`config.mk`:
```
export PLATFORM = sky130hd
export DESIGN_NAME = spi_xip_ctrl
export DESIGN_NICKNAME = d
export VERILOG_FILES = /design/src/rtl/spi_xip_pkg.sv /design/src/rtl/spi_xip_apb_if.sv /design/src/rtl/spi_xip_ctrl.sv
export SDC_FILE = /design/constraint.sdc
export NUM_CORES = 1
export LEC_CHECK = 0
export ABC_AREA = 1
export ABC_CLOCK_PERIOD_IN_PS = 1400
export BUFFER_PORTS_ARGS = -buffer_cell sky130_fd_sc_hd__buf_4
export CAP_MARGIN = 20
export CORE_ASPECT_RATIO = 0.6
export CORE_MARGIN = 2
export CORE_UTILIZATION = 46
export CTS_BUF_LIST = sky130_fd_sc_hd__clkbuf_8 sky130_fd_sc_hd__clkbuf_16
export DETAILED_ROUTE_END_ITERATION = 16
export PLACE_DENSITY = 0.83
export RECOVER_POWER = 50
export SLEW_MARGIN = 20
export SYNTH_ARGS = -nofsm -noshare
export SYNTH_HDL_FRONTEND = slang
export SYNTH_SLANG_ARGS = --single-unit
```
`constraint.sdc`:
```
create_clock -name clk -period 1.4 [get_ports clk]
set_clock_uncertainty 0.1 [all_clocks]
set_input_delay 0.14 -clock clk [delete_from_list [all_inputs] [get_ports clk]]
set_output_delay 0.14 -clock clk [all_outputs]
set_load 0.01 [all_outputs]
```
`src/rtl/spi_xip_pkg.sv`:
```
`default_nettype none
// ============================================================================
//  Module   : spi_xip_pkg
//  Purpose  : Shared definitions for the SPI XIP read sequencer: SPI master
//             register offsets, default flash read opcode, FSM encodings.
//  Revision : 1.0 - initial release
// ============================================================================
package spi_xip_pkg;

    // SPI master APB register offsets (TX_0 and RX_0 share offset 0x00)
    localparam logic [4:0] SPI_TX_0 = 5'h00;
    localparam logic [4:0] SPI_TX_1 = 5'h04;
    localparam logic [4:0] SPI_CTRL = 5'h10;

    // Standard serial-flash "read data" opcode
    localparam logic [7:0] DEFAULT_READ_CMD = 8'h03;

    // Sequencer states, one per APB access plus the idle and response states
    typedef enum logic [2:0] {
        ST_IDLE    = 3'd0,
        ST_WR_TX1  = 3'd1,
        ST_WR_TX0  = 3'd2,
        ST_WR_CTRL = 3'd3,
        ST_POLL    = 3'd4,
        ST_RD_RX   = 3'd5,
        ST_RESP    = 3'd6
    } xip_state_t;

    // Phases of a single APB transfer
    typedef enum logic [1:0] {
        PH_IDLE   = 2'd0,
        PH_SETUP  = 2'd1,
        PH_ACCESS = 2'd2
    } apb_phase_t;

endpackage : spi_xip_pkg
`default_nettype wire

```
`src/rtl/spi_xip_apb_if.sv`:
```
`default_nettype none
// ============================================================================
//  Module   : spi_xip_apb_if
//  Purpose  : Single-access APB master engine. A start pulse while idle
//             launches one SETUP/ACCESS transfer; done flags the cycle in
//             which the slave completes it, with rdata/err valid alongside.
//  Revision : 1.0 - initial release
// ============================================================================
module spi_xip_apb_if
    import spi_xip_pkg::*;
(
    input  logic        clk,
    input  logic        rst,
    // request side
    input  logic        start,
    input  logic [4:0]  addr,
    input  logic        write,
    input  logic [31:0] wdata,
    output logic        busy,
    output logic        done,
    output logic [31:0] rdata,
    output logic        err,
    // APB master port
    output logic [4:0]  m_paddr,
    output logic        m_psel,
    output logic        m_penable,
    output logic        m_pwrite,
    output logic [31:0] m_pwdata,
    input  logic [31:0] m_prdata,
    input  logic        m_pready,
    input  logic        m_pslverr
);

    apb_phase_t phase;

    // Completion is the ACCESS cycle in which the slave raises pready;
    // read data and error are only meaningful together with done.
    assign busy  = (phase != PH_IDLE);
    assign done  = (phase == PH_ACCESS) && m_pready;
    assign rdata = m_prdata;
    assign err   = m_pslverr;

    // Transfer phase sequencing; address/control/data are captured at start
    // and held unchanged through SETUP and ACCESS.
    always_ff @(posedge clk) begin
        if (rst) begin
            phase     <= PH_IDLE;
            m_psel    <= 1'b0;
            m_penable <= 1'b0;
            m_pwrite  <= 1'b0;
            m_paddr   <= '0;
            m_pwdata  <= '0;
        end else begin
            case (phase)
                PH_IDLE: begin
                    if (start) begin
                        m_psel    <= 1'b1;
                        m_penable <= 1'b0;
                        m_paddr   <= addr;
                        m_pwrite  <= write;
                        m_pwdata  <= wdata;
                        phase     <= PH_SETUP;
                    end
                end
                PH_SETUP: begin
                    m_penable <= 1'b1;
                    phase     <= PH_ACCESS;
                end
                PH_ACCESS: begin
                    if (m_pready) begin
                        m_psel    <= 1'b0;
                        m_penable <= 1'b0;
                        phase     <= PH_IDLE;
                    end
                end
                default: begin
                    m_psel    <= 1'b0;
                    m_penable <= 1'b0;
                    phase     <= PH_IDLE;
                end
            endcase
        end
    end

endmodule : spi_xip_apb_if
`default_nettype wire

```
`src/rtl/spi_xip_ctrl.sv`:
```
`default_nettype none
// ============================================================================
//  Module   : spi_xip_ctrl
//  Purpose  : Read-only XIP sequencer. Converts one 24-bit flash word read
//             into the SPI master register sequence TX_1, TX_0, CTRL(GO),
//             CTRL polling, RX_0 read, and returns the received word.
//  Revision : 1.0 - initial release
// ============================================================================
module spi_xip_ctrl
    import spi_xip_pkg::*;
#(
    parameter logic [31:0] CTRL_CFG = 32'h0000_0000,
    parameter int          GO_BIT   = 8,
    parameter int          POLL_MAX = 1023,
    parameter logic [7:0]  READ_CMD = DEFAULT_READ_CMD
)(
    input  logic        clk,
    input  logic        rst,
    // request / response
    input  logic        req_valid,
    output logic        req_ready,
    input  logic [23:0] req_addr,
    output logic        resp_valid,
    input  logic        resp_ready,
    output logic [31:0] resp_data,
    output logic        resp_err,
    // APB master port to the SPI master
    output logic [4:0]  m_paddr,
    output logic        m_psel,
    output logic        m_penable,
    output logic        m_pwrite,
    output logic [31:0] m_pwdata,
    input  logic [31:0] m_prdata,
    input  logic        m_pready,
    input  logic        m_pslverr
);

    localparam int          CNT_W     = $clog2(POLL_MAX + 1);
    localparam logic [CNT_W-1:0] POLL_LAST = CNT_W'(POLL_MAX - 1);
    localparam logic [31:0] GO_MASK   = 32'(1) << GO_BIT;

    xip_state_t       state;
    logic [23:0]      addr_q;
    logic [CNT_W-1:0] poll_cnt;

    logic        acc_active;
    logic [4:0]  acc_addr;
    logic        acc_write;
    logic [31:0] acc_wdata;
    logic        apb_start;
    logic        apb_busy;
    logic        apb_done;
    logic [31:0] apb_rdata;
    logic        apb_err;

    // Access descriptor for the current state; the engine samples it on start
    always_comb begin
        acc_active = 1'b1;
        acc_addr   = SPI_TX_0;
        acc_write  = 1'b0;
        acc_wdata  = '0;
        case (state)
            ST_WR_TX1: begin
                acc_addr  = SPI_TX_1;
                acc_write = 1'b1;
                acc_wdata = {READ_CMD, addr_q};
            end
            ST_WR_TX0: begin
                acc_addr  = SPI_TX_0;
                acc_write = 1'b1;
            end
            ST_WR_CTRL: begin
                acc_addr  = SPI_CTRL;
                acc_write = 1'b1;
                acc_wdata = CTRL_CFG | GO_MASK;
            end
            ST_POLL:  acc_addr = SPI_CTRL;
            ST_RD_RX: acc_addr = SPI_TX_0;
            default:  acc_active = 1'b0;
        endcase
    end

    // Launch an access whenever an access state is entered or re-entered
    assign apb_start = acc_active && !apb_busy;

    spi_xip_apb_if u_apb (
        .clk       (clk),
        .rst       (rst),
        .start     (apb_start),
        .addr      (acc_addr),
        .write     (acc_write),
        .wdata     (acc_wdata),
        .busy      (apb_busy),
        .done      (apb_done),
        .rdata     (apb_rdata),
        .err       (apb_err),
        .m_paddr   (m_paddr),
        .m_psel    (m_psel),
        .m_penable (m_penable),
        .m_pwrite  (m_pwrite),
        .m_pwdata  (m_pwdata),
        .m_prdata  (m_prdata),
        .m_pready  (m_pready),
        .m_pslverr (m_pslverr)
    );

    // Sequence FSM with address latch, poll counter and response registers.
    // A slave error on any access ends the sequence immediately.
    always_ff @(posedge clk) begin
        if (rst) begin
            state      <= ST_IDLE;
            req_ready  <= 1'b1;
            resp_valid <= 1'b0;
            resp_err   <= 1'b0;
            resp_data  <= '0;
            addr_q     <= '0;
            poll_cnt   <= '0;
        end else if (apb_done && apb_err) begin
            state      <= ST_RESP;
            resp_valid <= 1'b1;
            resp_err   <= 1'b1;
            resp_data  <= '0;
        end else begin
            case (state)
                ST_IDLE: begin
                    if (req_valid) begin
                        addr_q    <= req_addr;
                        poll_cnt  <= '0;
                        req_ready <= 1'b0;
                        state     <= ST_WR_TX1;
                    end
                end
                ST_WR_TX1:  if (apb_done) state <= ST_WR_TX0;
                ST_WR_TX0:  if (apb_done) state <= ST_WR_CTRL;
                ST_WR_CTRL: if (apb_done) state <= ST_POLL;
                ST_POLL: begin
                    if (apb_done) begin
                        if (!apb_rdata[GO_BIT]) begin
                            state <= ST_RD_RX;
                        end else if (poll_cnt == POLL_LAST) begin
                            state      <= ST_RESP;
                            resp_valid <= 1'b1;
                            resp_err   <= 1'b1;
                            resp_data  <= '0;
                        end else begin
                            poll_cnt <= poll_cnt + 1'b1;
                        end
                    end
                end
                ST_RD_RX: begin
                    if (apb_done) begin
                        state      <= ST_RESP;
                        resp_valid <= 1'b1;
                        resp_err   <= 1'b0;
                        resp_data  <= apb_rdata;
                    end
                end
                ST_RESP: begin
                    if (resp_ready) begin
                        resp_valid <= 1'b0;
                        req_ready  <= 1'b1;
                        state      <= ST_IDLE;
                    end
                end
                default: begin
                    state     <= ST_IDLE;
                    req_ready <= 1'b1;
                end
            endcase
        end
    end

endmodule : spi_xip_ctrl
`default_nettype wire

```
After elaboration in Yosys (flattened, before gate mapping)
Index checks and enable logic that the tools add are counted.

cells by class
  $add $sub $neg = 1
  bitwise operators = 3
  reductions and logical operators = 26
  muxes and demuxes = 46
  equality and inequality tests = 32

operators with widths
  kind                                            count
  2-to-1 mux 32 bit                               4
  one-hot mux 32 bit (2 select lines)             1
  one-hot mux 26 bit (2 select lines)             1
  2-to-1 mux 10 bit                               4
  2-to-1 mux 3 bit                                10
  != test 3 bit (second input constant)           10
  != test 2 bit (second input constant)           12
  one-hot mux 3 bit (7 select lines)              1
  one-hot mux 10 bit (2 select lines)             1
  AND reduction 8 bit                             2
  2-to-1 mux 1 bit                                15
  one-hot mux 1 bit (3 select lines)              4
  AND reduction 6 bit                             2
  adder 10 x 1 -> 10 bit (second input constant)  1
  == test 10 bit (second input constant)          1
  one-hot mux 5 bit (2 select lines)              1
  AND reduction 5 bit                             2
  == test 3 bit (second input constant)           3
  == test 3 x 2 -> 1 bit (second input constant)  2
  one-hot mux 2 bit (3 select lines)              1
  AND reduction 3 bit                             2
  nonzero test 2 bit                              3
  OR reduction 5 bit                              1
  2-to-1 mux 2 bit                                2
  other kinds (16)                                22

storage, ports and cells
  output and inout port bits = 75
  register bits = 114
  input port bits = 62
  word-level logic and storage cells = 122

Logic depth before layout (Yosys ltp)
  depth in word-level cells = 6
  depth in mapped cells = 12
  gate-level depth less buffers = 12

By module
A second synthesis with hierarchy kept.

second synthesis, totals
  cell total of the unflattened synthesis = 811
  area total of the unflattened synthesis = 5676.7 um2

by module, submodules not included
  module          area each (um2)  cells each  times used
  spi_xip_ctrl    3633.5           514         1
  spi_xip_apb_if  2043.2           297         1

Least setup slack after synthesis
OpenSTA, ideal clock, no wires.

  path type = register -> register
  from = register u_apb.phase[1]
  to = register state[0]
  slack = -97 ps
  cell stages (with the launch flop) = 8
  path buffers = 2
  data required time = 1183 ps
  library setup time = 117 ps
  arrival time = 1280 ps
  period minus slack after synthesis = 1497 ps
  path through = dfxtp_1 -> nand2_1 -> nor2_4 -> nand2_2 -> buf_6 -> nand2_1 -> buf_2 -> nor2_1

between the ends
  word-level cells in the longest chain between the ends = 4

RTL lines
  item                                                                        line                  RTL
  start, declared                                                             spi_xip_apb_if.sv:34  apb_phase_t phase;
  start signal, assigned                                                      spi_xip_apb_if.sv:47  phase <= PH_IDLE;
  start signal, assigned                                                      spi_xip_apb_if.sv:62  phase <= PH_SETUP;
  start signal, assigned                                                      spi_xip_apb_if.sv:67  phase <= PH_ACCESS;
  == test 2 bit (*)                                                           spi_xip_apb_if.sv:39  assign done = (phase == PH_ACCESS) && m_pready;
  logical AND 1 bit (*)                                                       spi_xip_apb_if.sv:39
  != test 2 bit (no line) / logical AND 1 bit (equally long branches)         -
  AND reduction 8 bit (no line) / OR reduction 2 bit (equally long branches)  -
  end signal, assigned                                                        spi_xip_ctrl.sv:111   state <= ST_IDLE;
  end signal, assigned                                                        spi_xip_ctrl.sv:119   state <= ST_RESP;
  end signal, assigned                                                        spi_xip_ctrl.sv:130   state <= ST_WR_TX1;
  end, declared                                                               spi_xip_ctrl.sv:42    xip_state_t state;

Every way passes the cells marked *; elsewhere a longest branch is shown, timed or not.
A chain may end at the register's enable or synchronous reset.

Final worst setup path
  from = register poll_cnt[1]
  to = register poll_cnt[8]

between the ends
  word-level cells in the longest chain between the ends = 5

RTL lines
  item                                 line                 RTL
  start, declared                      spi_xip_ctrl.sv:44   logic [CNT_W-1:0] poll_cnt;
  start signal, assigned               spi_xip_ctrl.sv:146  poll_cnt <= poll_cnt + 1'b1;
  adder 10 x 1 -> 10 bit               spi_xip_ctrl.sv:146
  2-to-1 mux 10 bit                    spi_xip_ctrl.sv:140  end else if (poll_cnt == POLL_LAST) begin
  2-to-1 mux 10 bit                    spi_xip_ctrl.sv:138  if (!apb_rdata[GO_BIT]) begin
  2-to-1 mux 10 bit                    spi_xip_ctrl.sv:137  if (apb_done) begin
  one-hot mux 10 bit (2 select lines)  spi_xip_ctrl.sv:124  case (state)

Parallel ways exist; a longest one is shown, timed or not. The select of a mux whose other input is x is not followed.

==> flow_summary.toml <==
[drt]
drtPass1Iterations = 6
wl_mm = 24.7
drt.antenna.violating_nets = 0
drcViolationCount = 0
dr_total_vias = 6250
vias_per_cell = 6.46
drt_iter0_drc = 988
wl_per_cell_um = 25.5

[placement]
dpl.hpwl_mm = 8.99
gp_congestion = 0.907
dp.cells = 862
numPortBuffers = 127
dpl-instance-area_um2 = 5730

[critical_path]
critical_path.most_common_cell = "nand2_1"
worst_ep_required_time_ns = 1.59
crit_type = "flip-flop to flip-flop"
cp_slowest_cell = "dfxtp_2"
arrival_ns = 2.06
path_cells = "buf_4 > ha_4 > nand2_4 > nor2_4 > nand2_1 > nand2_1 > nand3_1 > nand3_2 > nand2_1 > a21oi_2"
critPathMaxFanout = 4
cp-start-kind = "flip-flop"
critPathCaptureType = "flip-flop"
slowest_delay_ns = 0.39
r2r_slack_ns = -0.47

[floorplanning]
ios = 137
die_width_um = 131
initial_core_util_pct = 47.9
rows = 27
dieArea_um2 = 10500
die-height_um = 80.2
core_um2 = 9290

[layout]
final_area_um2 = 8010
syn2layout_area_growth_pct = 80.1
final_cell_mix = "buf_4 (134), dfxtp_1 (96), nand2_1 (91)"
stdcell_count = 968
drive_gt1_share_pct = 49.5
layout_commonest_cell = "buf_4"
antennaDiodeCount = 0
finalNetCount = 897

[grt]
overflow = 0
grt_pass1_vias = 5623
antenna_found_initial = 0
track_usage_pct = 36.2
grt_max_degree = 34
grt_first_pass_wirelength_mm = 29.1

[synthesis]
seq_area_frac_synth_pct = 45.9
yosysUniqueCellTypes = 35
synthCells = 595
synth_seq_cells = 102
synth_top_area_cell = "dfxtp_1"
netlist_area_um2 = 4450
synth.area.top_cells = "dfxtp_1 (46%), nand2_1 (12%), a21oi_1 (7.4%), nor2_1 (7.2%), o21ai_0 (3.7%)"
synth.top_cell.area_share_pct = 45.9
yosysWarningCount = 0
avgSynthCellArea_um2 = 7.48

[sta]
setup_viol = 101
fin_crit_ns = 1.87
rsz0062_at_grt = "yes"
fin_ws_ns = -0.473
hold_ws_ns = 0.255
fmax_mhz = 534
hold_viol = 0
finalMaxSlewViolations = 0
fin_crit_sh_pct = 134

[job]
maxCapViolations = 0

[clock_network]
cts_tree = "yes"
clock_sinks = 102
root_buffer = "clkbuf_16"
clk_path_buf_depth = 2
cts_buffers = 9
htree_levels = 3
clock_latency_ns = 0.36
cts.clk_slew.worst_paths_ns = 0.07

[pwr]
power_density_nw_per_um2 = 1810
max-vdd-ir-drop_v = 0.00121
power_mw = 14.5
power_leakage_nw = 3.31

[run_status]
violations = "setup timing"
status = "finished with violations"

[min_path]
hold_path.class = "input port to flip-flop"
[state kept, by name, indices dropped and copies added, names as in the netlist]
name,flops
u_apb.m_pwdata,24
req_ready,1
u_apb.m_pwrite,1
state,3
u_apb.m_paddr,2
u_apb.phase,2
resp_data,32
resp_valid,1
addr_q,24
resp_err,1
poll_cnt,10
u_apb.m_psel,1
[report_power, final]
part / leakage [nW] / internal [mW] / switching, mW
combinational: 2.31 / 3.03 / 4.73
sequential: 0.833 / 3.43 / 0.583
clock: 0.165 / 1.60 / 1.15
[critical path, delay by kind of cell, from the launching register on]
family	cells	cell delay [ns]
adders and majority gates	1	0.16
buffers and inverters	1	0.18
AOI/OAI and AO/OA	1	0.14
and+or+nand+nor	7	0.83
DFF	1	0.39
[cell families after synthesis]
| group | synth area share (%) |
|---|---|
| AND/OR/NAND/NOR | 31.6 |
| AO/OA/AOI/OAI | 12.3 |
| flip-flops | 45.9 |
| buffers and inverters | 9.25 |
| adder cells (fa/ha/maj) | 0.562 |
| XOR/XNOR | 0.197 |
| other | 0.0843 |
[per-stage QoR]
step / util [%] / TNS [ns] / setup slack [ns]
after floorplan: - / -1.06 / -0.0307
after global placement: 61.7 / -7.59 / -0.127
after detailed placement: 61.7 / -13.38 / -0.231
after CTS: 78.3 / -8.50 / -0.197
after global routing: 86.2 / -27.01 / -0.493
final: 86.2 / -24.83 / -0.473
[layer usage]
metal	wire [um]	vias up	GRT usage, %
met5	0	-	0
met4	2170	0	20.5
met3	3030	250	9.66
met2	10700	661	58.1
met1	8870	2940	44.0
li1	-	2399	-
[cell type report]
class	instances	area, um^2
multi-input combinational	427	3080
sequential	102	2050
clock inverter	6	77.6
clock buffer	10	239
timing repair inverter	6	91.3
fill	404	1280
tap	130	163
timing repair buffer	254	2130
inverter	33	170
[cell usage after synthesis (all sizes together)]
library cell	number
nand3b	1
clkinv	2
a211oi	1
o21bai	3
inv	31
clkbuf	12
nand2	155
conb	1
nand4	27
a21boi	1
xor2	1
o31ai	1
ha	2
buf	31
o21ai	34
a21oi	66
dfxtp	102
nor3b	2
nand3	24
nor2	94
nor3	4
[worst paths after layout]
kind,startpoint,endpoint,cells after the start
worst max-delay path,poll_cnt[1],poll_cnt[8],10
worst min-delay path,resp_ready,req_ready,6
worst max register to register,poll_cnt[1],poll_cnt[8],10
worst min register to register,resp_data[15],resp_data[15],2
[what timing repair did]
item                                    4_1_cts  5_1_grt
endpoints found under the setup margin      101       99
gates resized for setup                     157      205
hold endpoints to repair                     66        1
hold buffers                                 56        1
pin swaps                                    42       45
buffers inserted                              9       13
gates cloned                                  9        4
No activity file was read; power rests on OpenSTA's default activity.
